[config.mk]
export PLATFORM = sky130hd
export DESIGN_NAME = mem_wait_bridge
export DESIGN_NICKNAME = d
export VERILOG_FILES = /design/src/rtl/mem_wait_bridge.sv
export SDC_FILE = /design/constraint.sdc
export NUM_CORES = 1
export LEC_CHECK = 0
export CAP_MARGIN = 5
export CORE_UTILIZATION = 45
export DETAILED_ROUTE_END_ITERATION = 10
export DONT_BUFFER_PORTS = 1
export PLACE_DENSITY = 0.57
export SYNTH_ARGS = -nofsm -noshare
export SYNTH_HDL_FRONTEND = slang
export SYNTH_SLANG_ARGS = --single-unit
[constraint.sdc]
create_clock -name clk -period 5.2 [get_ports clk]
set_input_delay 1.04 -clock clk [delete_from_list [all_inputs] [get_ports clk]]
set_output_delay 1.04 -clock clk [all_outputs]
set_load 0.005 [all_outputs]
[src/rtl/mem_wait_bridge.sv]
// mem_wait_bridge: couples a multi-cycle processor's single-cycle memory
// strobes to a memory port that may insert wait states. The processor is
// stalled while an access is outstanding. A bounded wait turns into a
// bus-error abort with one-cycle BusErr and zeroed read data.
module mem_wait_bridge #(
  parameter int TIMEOUT = 16
) (
  input  logic        clk,
  input  logic        reset,
  input  logic        MemRead,
  input  logic        MemWrite,
  input  logic [31:0] Adr,
  input  logic [31:0] WriteData,
  output logic [31:0] ReadData,
  output logic        Stall,
  output logic        BusErr,
  output logic        mem_req,
  output logic        mem_we,
  output logic [29:0] mem_addr,
  output logic [31:0] mem_wdata,
  input  logic        mem_ready,
  input  logic [31:0] mem_rdata
);

  typedef enum logic [1:0] {
    IDLE = 2'd0,
    BUSY = 2'd1,
    DONE = 2'd2
  } state_t;

  // Last counter value still allowed to wait; the access aborts from here.
  localparam logic [7:0] TO_LAST = 8'(TIMEOUT - 1);

  state_t      state_r;
  state_t      state_nxt_s;
  logic [7:0]  cnt_r;
  logic        we_r;
  logic [29:0] addr_r;
  logic [31:0] wdata_r;
  logic [31:0] rdata_r;
  logic        buserr_r;

  logic        req_in_s;
  logic        timeout_s;
  logic        stall_s;
  logic        mem_req_s;

  // Byte-lane bits are meaningless for word accesses.
  logic        unused_adr_s;
  assign unused_adr_s = ^Adr[1:0];

  assign req_in_s  = MemRead | MemWrite;
  assign timeout_s = (state_r == BUSY) && !mem_ready && (cnt_r == TO_LAST);

  // State register.
  always_ff @(posedge clk or negedge reset) begin
    if (!reset) begin
      state_r <= IDLE;
    end else begin
      state_r <= state_nxt_s;
    end
  end

  // Next-state logic: DONE always returns to IDLE so a pending request starts
  // in the following cycle without any extra dead cycle.
  always_comb begin
    state_nxt_s = state_r;
    case (state_r)
      IDLE: begin
        if (req_in_s) begin
          state_nxt_s = BUSY;
        end else begin
          state_nxt_s = IDLE;
        end
      end
      BUSY: begin
        if (mem_ready || timeout_s) begin
          state_nxt_s = DONE;
        end else begin
          state_nxt_s = BUSY;
        end
      end
      DONE:    state_nxt_s = IDLE;
      default: state_nxt_s = IDLE;
    endcase
  end

  // Output decode: Stall is raised in the request cycle itself so the
  // processor never advances past an unaccepted access; reset forces it low.
  always_comb begin
    stall_s   = 1'b0;
    mem_req_s = 1'b0;
    case (state_r)
      IDLE: begin
        stall_s   = req_in_s;
        mem_req_s = 1'b0;
      end
      BUSY: begin
        stall_s   = 1'b1;
        mem_req_s = 1'b1;
      end
      DONE: begin
        stall_s   = 1'b0;
        mem_req_s = 1'b0;
      end
      default: begin
        stall_s   = 1'b0;
        mem_req_s = 1'b0;
      end
    endcase
    if (!reset) begin
      stall_s = 1'b0;
    end else begin
      stall_s = stall_s;
    end
  end

  // Access latches, wait counter, read data capture and bus-error pulse.
  always_ff @(posedge clk or negedge reset) begin
    if (!reset) begin
      cnt_r    <= 8'd0;
      we_r     <= 1'b0;
      addr_r   <= 30'd0;
      wdata_r  <= 32'd0;
      rdata_r  <= 32'd0;
      buserr_r <= 1'b0;
    end else begin
      buserr_r <= timeout_s;
      case (state_r)
        IDLE: begin
          if (req_in_s) begin
            addr_r  <= Adr[31:2];
            wdata_r <= WriteData;
            we_r    <= MemWrite;
            cnt_r   <= 8'd0;
          end else begin
            cnt_r   <= cnt_r;
          end
        end
        BUSY: begin
          if (mem_ready) begin
            if (!we_r) begin
              rdata_r <= mem_rdata;
            end else begin
              rdata_r <= rdata_r;
            end
          end else if (timeout_s) begin
            rdata_r <= 32'h0000_0000;
          end else begin
            cnt_r   <= cnt_r + 8'd1;
          end
        end
        DONE:    cnt_r <= cnt_r;
        default: cnt_r <= 8'd0;
      endcase
    end
  end

  assign ReadData  = rdata_r;
  assign Stall     = stall_s;
  assign BusErr    = buserr_r;
  assign mem_req   = mem_req_s;
  assign mem_we    = we_r;
  assign mem_addr  = addr_r;
  assign mem_wdata = wdata_r;

endmodule
==> impl_metrics.py <==
metrics = {
    "route": {
        "ant_nets": 0,
        "wl_met2_um": 3977,
        "top_layer_used": "met4",
        "wl_met3_um": 894,
        "wl_met1_um": 3871,
        "firstDrtPassIters": 4,
        "vias": 2978,
        "drt_iter0_drc": 75,
        "drc": 0,
        "wl_per_cell_um": 15.05,
        "routed_wl_um": 8896,
        "viasPerCell": 5.039,
    },
    "grt": {
        "grt_pass1_vias": 2955,
        "grt_max_degree": 108,
        "track_usage_pct": 17.57,
        "antenna_found_initial": 0,
        "overflow": 0,
        "grt_first_pass_wirelength_um": 13900,
    },
    "cts": {
        "clkTransAtPathRegs_ns": 0.10,
        "cts_sinks": 106,
        "clock_path_buffers": 2,
        "cts_tree": "yes",
        "cts_hold_buffers": 0,
        "clock_latency_ns": 0.35,
        "cts_made_buffers": 9,
        "htree_levels": 3,
        "cts_setup_buffers": 0,
        "cts-root-buf": "clkbuf_8",
        "ctsResizeCount": 0,
    },
    "timing": {
        "max_freq_mhz": 384.7,
        "period_share_pct": 49.99,
        "skew_ns": 0.01089,
        "tightest_slew_ns": 0.6621,
        "rsz0062_at_grt": "no",
        "setup_violations": 0,
        "max-slew-margin-rel_pct": 55.56,
        "slew_viol_final": 0,
        "tns_ns": 0,
        "hold_viol": 0,
        "fin_crit_ns": 2.600,
    },
    "yosys": {
        "synthArstFlopShare_pct": 100.0,
        "synthFlopType": "dfrtp_1",
        "synthesis.nets": 565,
        "yosysSeqAreaShare_pct": 60.85,
        "synth_cell_types": 35,
        "ys_warn_count": 0,
        "synth_area_mm2": 0.004359,
        "syn_inst": 463,
        "synth-edff-count": 0,
        "syn_area_per_cell_um2": 9.415,
        "synth-seq-cells": 106,
    },
    "power_and_ir_drop": {
        "power_w": 0.002736,
        "cellPowerDensity_mw_per_mm2": 584.2,
        "power.leakage_nw": 2.585,
        "peakVddDrop_mv": 0.2454,
    },
    "place": {
        "io_buffer_count": 0,
        "dp_hpwl_um": 5960,
        "gp_congestion": 0.7275,
    },
    "die": {
        "die_x_um": 100.4,
        "dieArea_mm2": 0.01008,
        "core-area_mm2": 0.009328,
        "die_h_um": 100.4,
        "core.rowCount": 35,
        "floorplan.initialDensity_pct": 46.73,
        "io_pins": 199,
    },
    "finish": {
        "syn_to_final_growth_pct": 7.434,
        "mostFrequentLayoutCells": "223 x nand2_1, 106 x dfrtp_1, 37 x inv_1",
        "final_common_cell": "nand2_1",
        "drive_gt1_share_pct": 6.494,
        "n_antenna_cell": 0,
        "fin_nets": 559,
    },
    "setup_path": {
        "r2r_slack_ns": 3.10,
        "cp_data_arrival_time_ns": 1.56,
        "slowest_stage": "nor3b_1",
        "cp-end-kind": "output pin",
        "critical_path_required_ns": 4.16,
        "path_cells": "nor2_1 -> o21ba_2 -> nor3b_1",
        "critPathLaunchType": "primary input",
        "crit_type": "in2out",
        "slowest_delay_ns": 0.27,
        "worstPathMaxFanout": 3,
    },
    "status": {
        "status": "finished clean",
    },
    "run": {
        "drv_cap": 0,
    },
    "min_path": {
        "hold_path_class": "in2async",
    },
}
==> logic make-up after synthesis <==
kind of cell / Yosys count / synth area share (%)
AOI/OAI and AO/OA: 22 / 3.789
DFF: 106 / 60.85
buffers and inverters: 57 / 5.339
adders and majority gates: 1 / 0.2870
muxes: 32 / 7.348
and+or+nand+nor: 245 / 22.39
==> through the flow <==
| step | hold slack [ns] | util [%] | std cells | instance area (µm²) | worst slack, ns |
|---|---|---|---|---|---|
| 3_3_place_gp | 0.4830 | 47.95 | 575 | 4473 | 2.620 |
| 6_report | 0.3710 | 50.21 | 591 | 4683 | 2.600 |
| 5_1_grt | 0.3416 | 50.21 | 591 | 4683 | 2.522 |
| 3_5_place_dp | 0.4918 | 47.95 | 575 | 4473 | 2.593 |
| 4_1_cts | 0.3426 | 50.21 | 591 | 4683 | 2.589 |
| 2_1_floorplan | 0.4668 | - | 463 | 4359 | 2.676 |
==> flip-flops by register name, summed over array words and instances, names as in the netlist <==
register / flops
state_r: 2
ReadData: 32
mem_we: 1
BusErr: 1
mem_wdata: 32
mem_addr: 30
cnt_r: 8
==> report_power, final <==
part,switching [W],internal [W]
Clock,0.000286,0.000242
Sequential,0.000316,0.00121
Combinational,0.000424,0.000261
==> cell usage after synthesis, types with 2 or more instances <==
| cell type | n | area [µm²] |
|---|---|---|
| dfrtp_1 | 106 | 2653 |
| o21ai_0 | 3 | 15.01 |
| a31oi_1 | 2 | 12.51 |
| nand2_1 | 223 | 837.1 |
| inv_1 | 37 | 138.9 |
| mux2i_1 | 32 | 320.3 |
| buf_4 | 3 | 22.52 |
| nor2_1 | 8 | 30.03 |
| clkbuf_1 | 16 | 60.06 |
| o21a_1 | 2 | 15.01 |
| a21oi_1 | 4 | 20.02 |
| nor3_1 | 2 | 10.01 |
| nor4_1 | 2 | 12.51 |
| nand3_1 | 2 | 10.01 |
==> critical path: cells and delay by family <==
kind             cells  cell delay [ns]
AND/OR/NAND/NOR      2             0.31
AO/OA/AOI/OAI        1             0.21
==> layer usage <==
metal  track usage, %  vias to the layer above
li1                 -                     1425
met1            21.76                     1395
met2            28.13                      144
met3            6.058                       14
met4            7.246                        0
met5                0                        -
==> worst paths after layout <==
check | start | to | cells after the start
setup reg to reg | state_r[1] | cnt_r[5] | 5
hold reg to reg | cnt_r[0] | cnt_r[0] | 1
min in group clk | cnt_r[0] | cnt_r[0] | 1
max in group asynchronous | reset | cnt_r[0] | 0
hold / removal | reset | ReadData[26] | 0
setup / recovery | MemWrite | Stall | 3
==> layout make-up <==
| cell class | instances | area (µm²) |
|---|---|---|
| fill | 902 | 4644 |
| sequential | 106 | 2653 |
| multi-input combinational | 300 | 1498 |
| tap | 129 | 161.4 |
| inverter | 37 | 138.9 |
| clock buffer | 10 | 137.6 |
| clock inverter | 6 | 72.57 |
| timing repair buffer | 3 | 22.52 |
Power figures use the tool's default switching activity.
